[src/rtl/wimpfi_txd_pkg.sv]
// ============================================================
// wimpfi_txd_pkg -- shared types and defaults for the TXD write path
// Revision: 1.0
// ============================================================
`default_nettype none

package wimpfi_txd_pkg;

   localparam int DEF_ADDR_W  = 8;
   localparam int DEF_NUM_BUF = 2;

   typedef enum logic [1:0] {
      IDLE    = 2'd0,
      WRITING = 2'd1,
      CLOSE   = 2'd2,
      STALL   = 2'd3
   } txd_state_t;

endpackage

`default_nettype wire

[src/rtl/txd_buf_ring.sv]
// ============================================================
// txd_buf_ring -- write/transmit ring pointers, occupancy and frame length file
// Revision: 1.0
// ============================================================
`default_nettype none

module txd_buf_ring
   import wimpfi_txd_pkg::*;
#(
   parameter  int ADDR_W  = DEF_ADDR_W,
   parameter  int NUM_BUF = DEF_NUM_BUF,
   localparam int BUF_W   = $clog2(NUM_BUF)
) (
   input  logic              clk,
   input  logic              reset,
   input  logic              store,
   input  logic [ADDR_W:0]   store_len,
   input  logic              close,
   input  logic              tx_done,
   output logic [BUF_W-1:0]  wb,
   output logic [BUF_W-1:0]  tb,
   output logic              tx_req,
   output logic              full,
   output logic              has_free_next,
   output logic [ADDR_W:0]   tx_len
);

   localparam logic [BUF_W:0] OCC_MAX = (BUF_W+1)'(NUM_BUF);

   logic [BUF_W:0]  occupied;
   logic [BUF_W:0]  occ_next;
   logic            release_buf;
   logic [ADDR_W:0] len_q [NUM_BUF];

   // a release with nothing pending is meaningless and must not underflow
   always_comb begin
      release_buf   = tx_done && (occupied != '0);
      occ_next      = occupied + (BUF_W+1)'(close) - (BUF_W+1)'(release_buf);
      has_free_next = (occ_next != OCC_MAX);
   end

   always_ff @(posedge clk or negedge reset) begin
      if (!reset) begin
         wb       <= '0;
         tb       <= '0;
         occupied <= '0;
      end else begin
         wb       <= wb + BUF_W'(close);
         tb       <= tb + BUF_W'(release_buf);
         occupied <= occ_next;
      end
   end

   always_ff @(posedge clk or negedge reset) begin
      if (!reset) begin
         for (int i = 0; i < NUM_BUF; i++) begin
            len_q[i] <= '0;
         end
      end else if (store) begin
         len_q[wb] <= store_len;
      end
   end

   assign tx_req = (occupied != '0);
   assign full   = (occupied == OCC_MAX);
   assign tx_len = len_q[tb];

endmodule

`default_nettype wire

[src/rtl/txd_write_ctrl.sv]
// ============================================================
// txd_write_ctrl -- frame write controller feeding a ring of transmit buffers
// Revision: 1.0
// ============================================================
`default_nettype none

module txd_write_ctrl
   import wimpfi_txd_pkg::*;
#(
   parameter  int ADDR_W  = DEF_ADDR_W,
   parameter  int NUM_BUF = DEF_NUM_BUF,
   localparam int BUF_W   = $clog2(NUM_BUF)
) (
   input  logic              clk,
   input  logic              reset,
   input  logic              XWR,
   input  logic              XSEND,
   output logic              wen,
   output logic [ADDR_W-1:0] w_addr,
   output logic [BUF_W-1:0]  w_buf,
   output logic              done_writing,
   output logic              tx_req,
   output logic [BUF_W-1:0]  tx_buf,
   output logic [ADDR_W:0]   tx_len,
   input  logic              tx_done,
   output logic              full,
   output logic              ovf
);

   txd_state_t        state;
   txd_state_t        next_state;
   logic [ADDR_W-1:0] ptr;
   logic [BUF_W-1:0]  wb;
   logic              accept;
   logic              last_byte;
   logic              close_req;
   logic              close;
   logic              drop;
   logic              has_free_next;
   logic [ADDR_W:0]   store_len;

   always_ff @(posedge clk or negedge reset) begin
      if (!reset) begin
         state <= IDLE;
      end else begin
         state <= next_state;
      end
   end

   // XSEND only counts once at least one byte exists; a last-address byte
   // closes on its own, so a coincident XSEND folds into the same close
   always_comb begin
      next_state = state;
      accept     = XWR && ((state == IDLE) || (state == WRITING));
      last_byte  = accept && (ptr == '1);
      close_req  = last_byte || (XSEND && (state == WRITING));
      close      = (state == CLOSE);
      drop       = (state == STALL) && (XWR || XSEND);
      store_len  = {1'b0, ptr} + (ADDR_W+1)'(accept);

      case (state)
         IDLE: begin
            if (close_req) begin
               next_state = CLOSE;
            end else if (accept) begin
               next_state = WRITING;
            end
         end
         WRITING: begin
            if (close_req) begin
               next_state = CLOSE;
            end
         end
         CLOSE: begin
            next_state = has_free_next ? IDLE : STALL;
         end
         STALL: begin
            if (tx_done) begin
               next_state = IDLE;
            end
         end
         default: next_state = IDLE;
      endcase
   end

   always_ff @(posedge clk or negedge reset) begin
      if (!reset) begin
         ptr          <= '0;
         wen          <= 1'b0;
         w_addr       <= '0;
         w_buf        <= '0;
         done_writing <= 1'b0;
         ovf          <= 1'b0;
      end else begin
         if (close) begin
            ptr <= '0;
         end else if (accept) begin
            ptr <= ptr + ADDR_W'(1);
         end
         wen <= accept;
         if (accept) begin
            w_addr <= ptr;
            w_buf  <= wb;
         end
         done_writing <= close_req;
         ovf          <= ovf | drop;
      end
   end

   txd_buf_ring #(
      .ADDR_W  (ADDR_W),
      .NUM_BUF (NUM_BUF)
   ) u_ring (
      .clk           (clk),
      .reset         (reset),
      .store         (close_req),
      .store_len     (store_len),
      .close         (close),
      .tx_done       (tx_done),
      .wb            (wb),
      .tb            (tx_buf),
      .tx_req        (tx_req),
      .full          (full),
      .has_free_next (has_free_next),
      .tx_len        (tx_len)
   );

endmodule

`default_nettype wire

[config.mk]
export PLATFORM = sky130hd
export DESIGN_NAME = txd_write_ctrl
export DESIGN_NICKNAME = d
export VERILOG_FILES = /design/src/rtl/wimpfi_txd_pkg.sv /design/src/rtl/txd_buf_ring.sv /design/src/rtl/txd_write_ctrl.sv
export SDC_FILE = /design/constraint.sdc
export NUM_CORES = 1
export LEC_CHECK = 0
export BUFFER_PORTS_ARGS = -buffer_cell sky130_fd_sc_hd__buf_2
export CAP_MARGIN = 20
export CORE_UTILIZATION = 51
export DETAILED_ROUTE_END_ITERATION = 8
export GPL_TIMING_DRIVEN = 0
export PLACE_DENSITY = 0.72
export SYNTH_ARGS = -nofsm -noshare
export SYNTH_HDL_FRONTEND = slang
export SYNTH_SLANG_ARGS = --single-unit
export TNS_END_PERCENT = 10
[constraint.sdc]
create_clock -name clk -period 2 [get_ports clk]
set_input_delay 0.5 -clock clk [delete_from_list [all_inputs] [get_ports clk]]
set_output_delay 0.5 -clock clk [all_outputs]
set_load 0.1 [all_outputs]
==> flow_summary.ini <==
[sta]
timing.final.crit_share_pct = 96.32
worstMarginPinSlew_ns = 0.9428
whs_ns = 0.3564
slew_viol_final = 0
rsz0062_at_grt = no
hold_viol_final = 0
relSlewSlack_pct = 37.15
period_needed_ns = 1.926
fin_worst_skew_ns = 0.004256
max_freq_mhz = 519.1
setup_viol_count_final = 0

[finish]
final_util_pct = 62.25
area_growth_syn_to_layout_pct = 17.40
stdcell_area_mm2 = 0.002490
drive_above_1_share_pct = 33.76
mostFrequentLayoutCells = 43 x dfrtp_1, 40 x nand2_1, 22 x buf_2, 15 x mux2_2
antenna-diode-count = 0
nets = 246
layout_commonest_cell = dfrtp_1

[critical_path]
arrival_ns = 1.43
worstPathRequired_ns = 1.50
crit_type = reg -> out
critical_path.endpoint_type = primary output
crit_fanout = 11
cp-start-kind = flip-flop

[die]
die_y_um = 66.49
start_util_pct = 53.02
die-area_mm2 = 0.004420
die_w_um = 66.49
io_pins = 29
rows = 23
core_mm2 = 0.004000

[drt]
drc = 0
wl_mm = 3.641
wl_per_cell_um = 12.69
drt_iter0_drc = 84
vias_per_cell = 5.056
postRouteAntennaNets = 0
first_pass_iters = 4
vias = 1451

[place]
dp_hpwl_mm = 2.516
numPortBuffers = 28
place_area_mm2 = 0.002327
gp_congestion = 0.7636

[logic_synthesis]
ys_seq_area_share_pct = 51.92
async_flop_share_pct = 100.0
synth_ff_type = dfrtp_1
netlist_instances = 201
syn-num-nets = 211
synth_edf_count = 0
ys_seq_elements = 44
ys_types = 38
yosysWarnings = 0
netlist_area_mm2 = 0.002121
syn_avg_cell_area_um2 = 10.55

[global_routing]
track_usage_pct = 18.68
grt_max_degree = 45
grt_pass1_vias = 1346
grt_pass1_wl_mm = 6.113
grt_remaining_overflow = 0
antenna_found_initial = 0

[cts]
cts_tree = built
cts_root_buffer = clkbuf_8
cts_buffers = 5
htreeDepth = 2
clk-insertion-delay-late_ns = 0.29
cts_sinks = 44
path_clk_slew_ns = 0.08
cts_buffer_depth = 2

[job]
drv_cap = 0

[outcome]
outcome = finished clean

[min_path]
hold_path_class = in -> async
==> flip-flops by register name (all words and copies together) (netlist names) <==
signal           flops
ovf                  1
u_ring.tb            1
u_ring.occupied      2
state                2
done_writing         1
wen                  1
w_addr               8
w_buf                1
u_ring.len_q        18
u_ring.wb            1
ptr                  8
==> synthesized netlist by cell type, drive strengths merged (5+ instances only) <==
| cell type | n | share of area, % |
|---|---|---|
| nand2 | 41 | 7.4 |
| a21oi | 9 | 2.8 |
| xnor2 | 8 | 3.3 |
| xor2 | 5 | 2.1 |
| inv | 6 | 1.1 |
| buf | 8 | 2.5 |
| mux2 | 15 | 8.0 |
| ha | 5 | 2.9 |
| o21ai | 8 | 1.9 |
| nand3 | 5 | 1.2 |
| nor2 | 15 | 2.7 |
| dfrtp | 44 | 52 |
==> critical path: stages (launching register included) <==
cell     delay [ns]
dfrtp_2        0.52
mux2_2         0.38
buf_4          0.23
==> layout make-up <==
class | instances | area [um2]
Fill cell | 360 | 1510
Sequential cell | 44 | 1102
Multi-Input combinational cell | 140 | 983.4
Timing Repair Buffer | 30 | 177.7
Clock buffer | 7 | 76.32
Tap cell | 50 | 62.56
Buffer | 9 | 56.30
Inverter | 6 | 26.28
Clock inverter | 1 | 5.005
==> cells by family after synthesis <==
group | synth area share (%)
buffers and inverters | 4.070
flip-flops | 51.92
adder cells (fa/ha/maj) | 2.950
multiplexers | 8.908
AO/OA/AOI/OAI | 8.378
XOR/XNOR | 5.369
AND/OR/NAND/NOR | 18.41
==> worst paths after layout <==
| kind | from | end | slack (ns) | cells past startpoint |
|---|---|---|---|---|
| worst max register to register | u_ring.occupied[1] | state[0] | 0.12 | 9 |
| max in group asynchronous | reset | u_ring.tb | 1.01 | 1 |
| worst min-delay path | reset | u_ring.len_q[15] | 0.36 | 1 |
| min in group clk | ovf | ovf | 0.47 | 1 |
| worst min register to register | ovf | ovf | 0.47 | 1 |
| worst max-delay path | u_ring.tb | tx_len[8] | 0.07 | 2 |
==> per-layer routing <==
| metal | part of all wire [%] | track usage, % |
|---|---|---|
| met5 | 0 | 0 |
| met1 | 48 | 25.14 |
| met3 | 3.5 | 5.137 |
| met4 | 0.99 | 4.787 |
| met2 | 47 | 29.72 |
==> stage by stage <==
| stage | worst slack (ns) | instances | setup TNS, ns |
|---|---|---|---|
| 2_1_floorplan | -0.1712 | 201 | -1.987 |
| 6_report | 0.07365 | 287 | 0 |
| 4_1_cts | -0.009271 | 286 | -0.009271 |
| 3_3_place_gp | -0.4931 | 279 | -3.806 |
| 3_5_place_dp | -0.5231 | 279 | -4.223 |
| 5_1_grt | 0.008872 | 287 | 0 |
==> repair_timing <==
| item | CTS | global route |
|---|---|---|
| hold buffers | 0 | 0 |
| resized for setup | 4 | 26 |
| buffers inserted | 1 | 1 |
| endpoints found under the setup margin | 26 | 19 |
| pin swaps | 0 | 5 |
Power is not shown: default switching activity piles up to over one toggle a cycle in this logic, so the estimate is an artifact.
